`src/rtl/button_event_arbiter.sv`:
```
// Collects one-cycle button presses into per-button pending bits, grants them
// round-robin into a small first-word-fall-through event queue.
module button_event_arbiter #(
   parameter int NUM_BTN    = 4,
   parameter int FIFO_DEPTH = 4
) (
   input  logic                          clk,
   input  logic                          rst_n,
   input  logic [NUM_BTN-1:0]            btn_pulse,
   input  logic                          evt_ready,
   input  logic                          ovf_clr,
   output logic                          evt_valid,
   output logic [1:0]                    evt_code,
   output logic [$clog2(FIFO_DEPTH):0]   evt_count,
   output logic                          ovf
);

   localparam int PW = $clog2(FIFO_DEPTH);
   localparam int CW = PW + 1;

   logic [NUM_BTN-1:0] pend;
   logic [NUM_BTN-1:0] pend_nxt;
   logic [NUM_BTN-1:0] grant_vec;
   logic [1:0]         last_grant;
   logic [1:0]         grant_idx;
   logic [1:0]         cand_idx;
   logic               grant_vld;
   logic [1:0]         mem [FIFO_DEPTH];
   logic [PW-1:0]      wr_ptr;
   logic [PW-1:0]      rd_ptr;
   logic [CW-1:0]      count;
   logic               push;
   logic               pop;
   logic               ovf_set;

   // Grant sees only the occupancy at cycle start; a same-cycle pop does not help.
   always_comb begin
      grant_vld = 1'b0;
      grant_idx = last_grant;
      cand_idx  = '0;
      if (count < CW'(FIFO_DEPTH)) begin
         for (int k = 1; k <= NUM_BTN; k++) begin
            cand_idx = last_grant + 2'(k);
            if (!grant_vld && pend[cand_idx]) begin
               grant_vld = 1'b1;
               grant_idx = cand_idx;
            end
         end
      end
   end

   always_comb begin
      grant_vec = '0;
      if (grant_vld)
         grant_vec = NUM_BTN'(1) << grant_idx;
      // A press arriving on the cycle its pending bit is granted re-arms the bit.
      pend_nxt  = (pend & ~grant_vec) | btn_pulse;
      ovf_set   = |(pend & btn_pulse & ~grant_vec);
      push      = grant_vld;
      pop       = evt_valid && evt_ready;
   end

   always_ff @(posedge clk or negedge rst_n) begin
      if (!rst_n) begin
         pend       <= '0;
         last_grant <= 2'(NUM_BTN - 1);
         ovf        <= 1'b0;
      end else begin
         pend <= pend_nxt;
         if (grant_vld)
            last_grant <= grant_idx;
         if (ovf_set)
            ovf <= 1'b1;
         else if (ovf_clr)
            ovf <= 1'b0;
      end
   end

   always_ff @(posedge clk or negedge rst_n) begin
      if (!rst_n) begin
         for (int i = 0; i < FIFO_DEPTH; i++)
            mem[i] <= '0;
         wr_ptr <= '0;
         rd_ptr <= '0;
         count  <= '0;
      end else begin
         if (push) begin
            mem[wr_ptr] <= grant_idx;
            wr_ptr      <= wr_ptr + 1'b1;
         end
         if (pop)
            rd_ptr <= rd_ptr + 1'b1;
         if (push && !pop)
            count <= count + 1'b1;
         else if (pop && !push)
            count <= count - 1'b1;
      end
   end

   assign evt_valid = (count != '0);
   assign evt_code  = mem[rd_ptr];
   assign evt_count = count;

endmodule

```
`config.mk`:
```
export PLATFORM = sky130hd
export DESIGN_NAME = button_event_arbiter
export DESIGN_NICKNAME = d
export VERILOG_FILES = /design/src/rtl/button_event_arbiter.sv
export SDC_FILE = /design/constraint.sdc
export NUM_CORES = 1
export LEC_CHECK = 0
export BUFFER_PORTS_ARGS = -buffer_cell sky130_fd_sc_hd__buf_2
export CAP_MARGIN = 20
export CORE_MARGIN = 2
export CORE_UTILIZATION = 50
export DETAILED_ROUTE_END_ITERATION = 10
export PLACE_DENSITY = 0.8
export RECOVER_POWER = 25
export SLEW_MARGIN = 20
export SYNTH_ARGS = -nofsm -noshare
export SYNTH_HDL_FRONTEND = slang
export SYNTH_SLANG_ARGS = --single-unit
```
`constraint.sdc`:
```
create_clock -name clk -period 2.22 [get_ports clk]
set_clock_uncertainty 0.1 [all_clocks]
set_input_delay 0.555 -clock clk [delete_from_list [all_inputs] [get_ports clk]]
set_output_delay 0.555 -clock clk [all_outputs]
set_load 0.1 [all_outputs]
```
==> run_results.csv <==
group,metric,value,unit
floorplan,die_area,2760,um^2
detailed_routing,post_drt_wl_per_cell,13.6,um
floorplan,placementRows,17,
clock_tree,cts-root-buf,"clkbuf_4",
grt,grt_pass1_wl,3.90,mm
logic_synthesis,synth_largest_area_cell,"dfrtp_1",
logic_synthesis,synth-seq-cells,22,
critical_path,crit_slowest_cell,"dfrtp_4",
sta,finalCritPeriodShare,97.3,%
logic_synthesis,yosysTopAreaCellShare,42.5,%
critical_path,cp-start-kind,"flop",
logic_synthesis,yosysSeqAreaShare,46.9,%
finish,drive_gt1_share,30.8,%
finish,design_area,1400,um^2
floorplan,initial_core_util,53.3,%
finish,register_area,563,um^2
critical_path,critical_path.cell_chain,"or3_4, buf_4",
sta,max_freq,0.463,GHz
placed_design,portBuffers,14,
finish,diodes,0,
detailed_routing,drc,0,
detailed_routing,dr.pass1.iters,4,
detailed_routing,vias,887,
detailed_routing,drtIter0Drc,22,
floorplan,die_w,52.6,um
sta,setup_violations,0,
logic_synthesis,syn_area,1180,um^2
floorplan,fp.coreArea,2210,um^2
sta,slew_headroom,20.7,%
finish,fin_nets,145,
finish,areaGrowthSynthToFinish,18.6,%
detailed_routing,antenna_left,0,
detailed_routing,routed_wl,2.15,mm
clock_tree,clkSlewWorstSetupHoldPaths,0.12,ns
sta,tightestPinTransition,1.19,ns
critical_path,arrival,1.51,ns
grt,grt_max_degree,23,
logic_synthesis,syn_nets,124,
finish,multi_input_area,618,um^2
grt,grt_use_total,19.5,%
logic_synthesis,synth_ff_type,"dfrtp_1",
placed_design,dpl_worst_slack,0.142,ns
floorplan,die_y,52.6,um
logic_synthesis,synth_area_leaders,"dfrtp_1 42%, ha_1 5.3%, nand2_1 5.1%",
clock_tree,cts_tree,"yes",
finish,n_fill_cell,196,
flow_run,drv_cap,0,
grt,antenna_found_initial,0,
sta,setup_tns,0,ns
logic_synthesis,synthCells,110,
sta,finalMaxSlewViolations,0,
critical_path,endpoint_kind,"output port",
clock_tree,insertion_delay,0.31,ns
clock_tree,numCtsBuffers,3,
critical_path,critPathKind,"flop to output port",
placed_design,place_area,1330,um^2
critical_path,required,1.56,ns
sta,post-route-min-period,2.16,ns
placed_design,gp_congestion,0.787,
hold_path,min_path_type,"input pin to flop",
logic_synthesis,synth_edf_count,0,
placed_design,hpwlAfterDp,1.66,mm
logic_synthesis,ys_types,35,
sta,timing_hold_violations_final,0,
grt,grt_pass1_vias,944,
clock_tree,htree_levels,1,
clock_tree,clk_path_buf_depth,2,
status,status,"finished clean",
critical_path,slowest_delay,0.52,ns
sta,fin_ws,0.0591,ns
floorplan,ios,15,
detailed_routing,vias_per_cell,5.61,
logic_synthesis,ys_warn_count,0,
finish,layout_common_cells,"16 x dfrtp_1, 15 x nand2_1, 10 x buf_2, 7 x nand3_1, 6 x buf_4",
logic_synthesis,syn_avg_cell_area,10.7,um^2
grt,overflow,0,
logic_synthesis,synthArstFlopShare,100,%
critical_path,worstPathMaxFanout,4,
finish,final_common_cell,"dfrtp_1",
clock_tree,cts_num_sinks,22,
sta,rsz0062_at_grt,"no",
## worst paths after layout
kind | depth (start not counted) | from | endpoint | slack, ns
worst min register to register | 2 | mem[4]$_DFFE_PN0P_ | mem[4]$_DFFE_PN0P_ | 0.40
max in group asynchronous | 1 | rst_n | evt_count[0]$_DFFE_PN0P_ | 0.82
worst min-delay path | 2 | btn_pulse[3] | pend[3]$_DFF_PN0_ | 0.33
min in group asynchronous | 1 | rst_n | wr_ptr[0]$_DFFE_PN0P_ | 0.35
worst max register to register | 8 | evt_count[1]$_DFFE_PN0P_ | evt_count[2]$_DFFE_PN0P_ | 0.13
worst max-delay path | 2 | evt_count[1]$_DFFE_PN0P_ | evt_valid | 0.06
## what timing repair did
action                                  4_1_cts  5_1_grt
endpoints found under the setup margin        3        1
buffers inserted                              0        1
hold buffers                                  0        0
pin swaps                                     0        0
gates resized for setup                       4        1
## synthesized netlist by cell type, drive strengths merged, types with 2 or more instances
cell    instances
or2b            2
o31ai           2
a21o            4
xor2            2
nand3b          2
nand3           7
nor2            4
nor2b           2
dfrtp          20
ha              5
o21ai           5
and2            2
xnor2           4
mux2            5
inv             5
mux4            2
buf             2
nand2          16
a21oi           3
dfstp           2
## sequential cells by signal (all words and copies together), names as in the netlist
signal,flops
evt_count,3
wr_ptr,2
pend,4
last_grant,2
ovf,1
rd_ptr,2
mem,8
## final cells by class
type	instances	share of cell area, %
tap	28	2.51
multi-input combinational	81	44.2
inverter	5	1.34
timing repair buffer	18	7.88
clock buffer	3	1.61
clock inverter	1	2.15
sequential	22	40.3
## worst max-delay path: cells and delay by family (launching register included)
| family | cells | cell delay (ns) |
|---|---|---|
| simple gates | 1 | 0.43 |
| buf+inv | 1 | 0.25 |
| flops | 1 | 0.52 |
## cells by family after synthesis
kind of cell	synth area share, %
AOI/OAI and AO/OA	9.98
xor gates and xnor gates	4.46
adders and majority gates	7.01
buffers and inverters	2.97
DFF	46.9
muxes	9.45
and+or+nand+nor	19.2
## through the flow
step                instances  hold slack (ns)  util, %
floorplan                 110            0.159        -
global placement          153            0.360     60.0
detailed placement        153            0.379     60.0
CTS                       157           0.0909     62.7
global route              158            0.335     63.2
finish                    158            0.327     63.2
## routing by layer
layer  vias up  GRT usage, %  share of wire (%)
met5         -             0                  0
met4         0          9.83                2.5
met3         7          2.57                2.5
met2        17          34.8                 50
met1       438          22.5                 45
li1        425             -                  -
Power is left out: the tool's default activity adds up to more than one toggle a clock period on the data nets, which glitch-free logic cannot reach.
